File: src/rtl/seg7_scan_driver.sv
// ============================================================================
//  Module   : seg7_scan_driver
//  Purpose  : Multiplexed common-anode 7-segment driver with per-digit dp,
//             blank and blink, plus dead time between digit slots.
//             Optional macro LEADING_ZERO_SUPPRESS_EN darkens leading zeros.
//  Revision : 1.0  initial release
// ============================================================================
`default_nettype none

module seg7_scan_driver #(
    parameter int DIGITS       = 8,
    parameter int SCAN_DIV     = 50000,
    parameter int DEAD_CYC     = 2,
    parameter int BLINK_FRAMES = 64
) (
    input  logic                  clk,
    input  logic                  rst,
    input  logic                  load,
    input  logic [4*DIGITS-1:0]   bcd_in,
    input  logic [DIGITS-1:0]     dp_in,
    input  logic [DIGITS-1:0]     blank_in,
    input  logic [DIGITS-1:0]     blink_in,
    output logic [6:0]            seg,
    output logic                  dp,
    output logic [DIGITS-1:0]     an
);

    localparam int CW = $clog2(SCAN_DIV);
    localparam int IW = (DIGITS > 1) ? $clog2(DIGITS) : 1;
    localparam int FW = (BLINK_FRAMES > 1) ? $clog2(BLINK_FRAMES) : 1;

    localparam logic [CW-1:0]     c_cnt_last   = CW'(SCAN_DIV - 1);
    localparam logic [CW-1:0]     c_dead       = CW'(DEAD_CYC);
    localparam logic [IW-1:0]     c_idx_last   = IW'(DIGITS - 1);
    localparam logic [FW-1:0]     c_frame_last = FW'(BLINK_FRAMES - 1);
    localparam logic [DIGITS-1:0] c_an_one     = DIGITS'(1);

    logic [4*DIGITS-1:0] r_bcd;
    logic [DIGITS-1:0]   r_dp_sh;
    logic [DIGITS-1:0]   r_blank;
    logic [DIGITS-1:0]   r_blink;
    logic [CW-1:0]       r_cnt;
    logic [IW-1:0]       r_idx;
    logic [FW-1:0]       r_frame;
    logic                r_phase;
    logic [6:0]          r_seg;
    logic                r_dp;
    logic [DIGITS-1:0]   r_an;

    logic [3:0]          w_digit [DIGITS];
    logic [DIGITS-1:0]   w_lz;
    logic [6:0]          w_dec;
    logic                w_dark;
    logic [DIGITS-1:0]   w_an_on;

    for (genvar gi = 0; gi < DIGITS; gi++) begin : g_digit
        assign w_digit[gi] = r_bcd[4*gi +: 4];
    end

`ifdef LEADING_ZERO_SUPPRESS_EN
    logic w_run;
    // A digit is suppressed only while every digit from the top down to it is a bare zero.
    always_comb begin
        w_lz  = '0;
        w_run = 1'b1;
        for (int i = DIGITS - 1; i > 0; i--) begin
            w_run   = w_run & (w_digit[i] == 4'd0) & ~r_dp_sh[i];
            w_lz[i] = w_run;
        end
    end
`else
    assign w_lz = '0;
`endif

    always_comb begin
        w_dec = 7'b0110000;
        case (w_digit[r_idx])
            4'd0:    w_dec = 7'b0000001;
            4'd1:    w_dec = 7'b1001111;
            4'd2:    w_dec = 7'b0010010;
            4'd3:    w_dec = 7'b0000110;
            4'd4:    w_dec = 7'b1001100;
            4'd5:    w_dec = 7'b0100100;
            4'd6:    w_dec = 7'b0100000;
            4'd7:    w_dec = 7'b0001111;
            4'd8:    w_dec = 7'b0000000;
            4'd9:    w_dec = 7'b0000100;
            default: w_dec = 7'b0110000;
        endcase
    end

    assign w_dark  = r_blank[r_idx] | (r_blink[r_idx] & r_phase) | w_lz[r_idx];
    assign w_an_on = ~(c_an_one << r_idx);

    always_ff @(posedge clk or posedge rst) begin
        if (rst) begin
            r_bcd   <= '0;
            r_dp_sh <= '0;
            r_blank <= '0;
            r_blink <= '0;
        end else if (load) begin
            r_bcd   <= bcd_in;
            r_dp_sh <= dp_in;
            r_blank <= blank_in;
            r_blink <= blink_in;
        end
    end

    always_ff @(posedge clk or posedge rst) begin
        if (rst) begin
            r_cnt   <= '0;
            r_idx   <= '0;
            r_frame <= '0;
            r_phase <= 1'b0;
        end else if (r_cnt == c_cnt_last) begin
            r_cnt <= '0;
            if (r_idx == c_idx_last) begin
                r_idx <= '0;
                if (r_frame == c_frame_last) begin
                    r_frame <= '0;
                    r_phase <= ~r_phase;
                end else begin
                    r_frame <= r_frame + 1'b1;
                end
            end else begin
                r_idx <= r_idx + 1'b1;
            end
        end else begin
            r_cnt <= r_cnt + 1'b1;
        end
    end

    // Segments change only on slot entry, while the anodes are still dark.
    always_ff @(posedge clk or posedge rst) begin
        if (rst) begin
            r_seg <= 7'h7F;
            r_dp  <= 1'b1;
            r_an  <= '1;
        end else begin
            if (r_cnt == '0) begin
                if (w_dark) begin
                    r_seg <= 7'h7F;
                    r_dp  <= 1'b1;
                end else begin
                    r_seg <= w_dec;
                    r_dp  <= ~r_dp_sh[r_idx];
                end
            end
            r_an <= (r_cnt < c_dead) ? '1 : w_an_on;
        end
    end

    assign seg = r_seg;
    assign dp  = r_dp;
    assign an  = r_an;

endmodule

`default_nettype wire

File: config.mk
export PLATFORM = sky130hd
export DESIGN_NAME = seg7_scan_driver
export DESIGN_NICKNAME = d
export VERILOG_FILES = /design/src/rtl/seg7_scan_driver.sv
export SDC_FILE = /design/constraint.sdc
export NUM_CORES = 1
export LEC_CHECK = 0
export CORE_MARGIN = 8
export CORE_UTILIZATION = 35
export CTS_CLUSTER_DIAMETER = 30
export DETAILED_ROUTE_END_ITERATION = 8
export GPL_ROUTABILITY_DRIVEN = 0
export MAX_ROUTING_LAYER = met4
export PLACE_DENSITY = 0.56
export SYNTH_ARGS = -nofsm -noshare
export SYNTH_HDL_FRONTEND = slang
export SYNTH_SLANG_ARGS = --single-unit
File: constraint.sdc
create_clock -name clk -period 4.5 [get_ports clk]
set_clock_uncertainty 0.2 [all_clocks]
set_input_delay 1.125 -clock clk [delete_from_list [all_inputs] [get_ports clk]]
set_output_delay 1.125 -clock clk [all_outputs]
set_load 0.005 [all_outputs]
==> metrics.txt <==
reg2reg setup slack=1.50 ns; antenna violations before repair=0; TNS Setup=0 ns; Clock Tree Buf Depth=2; Cell Area, Placed=5470 sq um; CORE AREA=12700 sq um; Hold Vio Cnt, Final=0; EDFF count, synth=0; total of max-cap violations=0; post-CTS setup buffer count=0; GR Overflow Total=0; outcome=completed; Sequential Area=2470 sq um; sequential area share after synthesis=54.3%; critical path arrival=3.06 ns; Total GRT Usage=12.2%; CTS Buf Count=9; routed vias=2789; Static Leak=0.00240 uW; Final setup viols=0; worst setup path class=reg2reg; share of cells above drive strength 1=26.9%; hold path depth=1; n_diodes=0; Crit path required time=4.56 ns; Fmax=334 MHz; Clock Latency Late Sink=0.33 ns; Startpoint Class=register; TritonRoute pass-1 iters=4; final wirelength=9.46 mm; depth of the most critical reg-to-reg path=7; design area=5780 sq um; VDD IR max=146 uV; Finished Layout Cells=592; Primary FF master, synth=dfrtp_1; Area growth, synth to finish=27.0%; crit-path max FO=15; initial DRC count=196; Netlist cell types=42; DIE AREA=16900 sq um; Final #Nets=490; clock-pin slew on the worst setup and hold paths=0.06 ns; clk sinks=98; R2R Path Start=r_idx[0]; hpwl dp=6.94 mm; H-tree Lvls=3; vias per cell=4.71; Die Y=130 microns; Fillers=1179; placed cells=576; Synth Cell Area=4550 sq um; worst slew pin tran=1.05 ns; DRC=0; Worst Hold Launch=r_frame[3]; Die X=130 microns; Initial Util=35.9%; fin crit period=3.00 ns; cts repair resizes=0; drt wl/cell=16.0 microns; power density over the cells=344 nW/um^2; CTS tree=built; Worst Hold Slack=0.269 ns; vias in the first global route=3017; port buffer count=74; area occupied by multi-input gates=1980 sq um; Slew Viols, Final=0; Critical Path End Type=register; global-route wire length before repair=15.7 mm; Final period util=66.6%; Final Core Density=45.6%; Worst Hold End=r_frame[3]; Rows=41; largest net degree at the start of global routing=85; asr flop ratio synth=100%; Cells after Synth=341; Avg Inst Size Synth=13.4 sq um; Syn Nets=416; I/O pin count=75; Max-slew headroom=30.2%; Synth warnings=0; Final ANT Viol Nets=0; CTS Hold Bufs=0; unrepaired setup endpoints after global routing=false; worst min path class=reg2reg; Clock Tree Root=clkbuf_16; R2R Path End=seg[0]; synthesis-stage register bit count=98
-- synth_stat cells (7+ instances only) --
master	count	area, sq um
nand3_1	14	70.1
inv_1	9	33.8
dfstp_2	16	420
a21oi_1	7	35.0
ha_1	16	200
clkbuf_1	10	37.5
xnor2_1	8	70.1
nand2_1	22	82.6
xor2_1	9	78.8
nor2_1	19	71.3
mux4_2	13	293
dfrtp_1	82	2050
mux2_2	60	676
-- worst max path at each step --
stage / startpoint / end / slack (ns) / cells after the start
5_1_grt: r_idx[0] / seg[0] / 1.21 / 7
3_5_place_dp: r_idx[0] / seg[0] / 1.48 / 7
2_1_floorplan: rst / r_bcd[0] / 0.64 / 1
4_1_cts: r_idx[0] / seg[0] / 1.43 / 7
3_3_place_gp: r_idx[0] / seg[0] / 1.55 / 7
6_report: r_idx[0] / seg[0] / 1.50 / 7
-- placed cells by master, fill, tap and decap left out, types with 9 or more instances in the layout --
cell / n
dfrtp_1: 82
clkdlybuf4s50_1: 73
mux2_2: 60
nand2_1: 22
nor2_1: 19
ha_1: 16
dfstp_2: 16
nand3_1: 14
mux4_2: 13
xor2_1: 9
clkbuf_16: 9
-- per-stage QoR --
step | setup slack, ns | total power [uW]
final | 1.50 | 1990
after detailed placement | 1.48 | 1210
after global placement | 1.55 | 1200
after floorplan | 0.639 | 1100
after CTS | 1.43 | 2020
after global routing | 1.21 | 2080
-- logic make-up (layout without fill, tap and decap cells) --
logic type                 after synthesis  count (layout)  synth area share [%]
and+or+nand+nor                         82              82                  9.34
xor gates and xnor gates                17              17                  3.27
AOI/OAI and AO/OA                       25              25                  3.71
buffers and inverters                   24             103                  2.12
DFF                                     98              98                  54.3
muxes                                   79              79                  22.9
adders and majority gates               16              16                  4.40
-- power by group --
| group | internal, uW | total, uW | switching, uW |
|---|---|---|---|
| clock network | 487 | 805 | 318 |
| registers | 944 | 973 | 29.1 |
| logic | 134 | 212 | 78.8 |
| total | 1560 | 1990 | 426 |
-- state kept, by name, indices dropped and copies added (netlist names) --
| register | count |
|---|---|
| r_phase | 1 |
| r_idx | 3 |
| seg | 7 |
| r_bcd | 32 |
| r_blank | 8 |
| an | 8 |
| r_blink | 8 |
| dp | 1 |
| r_frame | 6 |
| r_cnt | 16 |
| r_dp_sh | 8 |
-- final cells by class --
type / instances / area share, %
Clock buffer: 11 / 4.03
Clock inverter: 5 / 1.36
Inverter: 10 / 0.692
Multi-Input combinational cell: 219 / 34.3
Sequential cell: 98 / 42.8
Tap cell: 172 / 3.72
Timing Repair Buffer: 77 / 13.1
-- metal layers --
metal,part of all wire [%],up-vias,GRT usage [%]
met3,3.8,9,2.49
met5,0,-,-
met2,44,59,17.8
met4,1.4,0,4.23
li1,-,1354,-
met1,51,1367,16.6
-- critical path, stage by stage (launching register included) --
cell and delay [ns]:
dfrtp_1 0.88, inv_1 0.35, mux2i_1 0.55, inv_1 0.19, ha_1 0.24, o21ai_0 0.24
a21oi_1 0.08, o22a_1 0.19
Note: power is estimated with default switching activity, not from simulation.
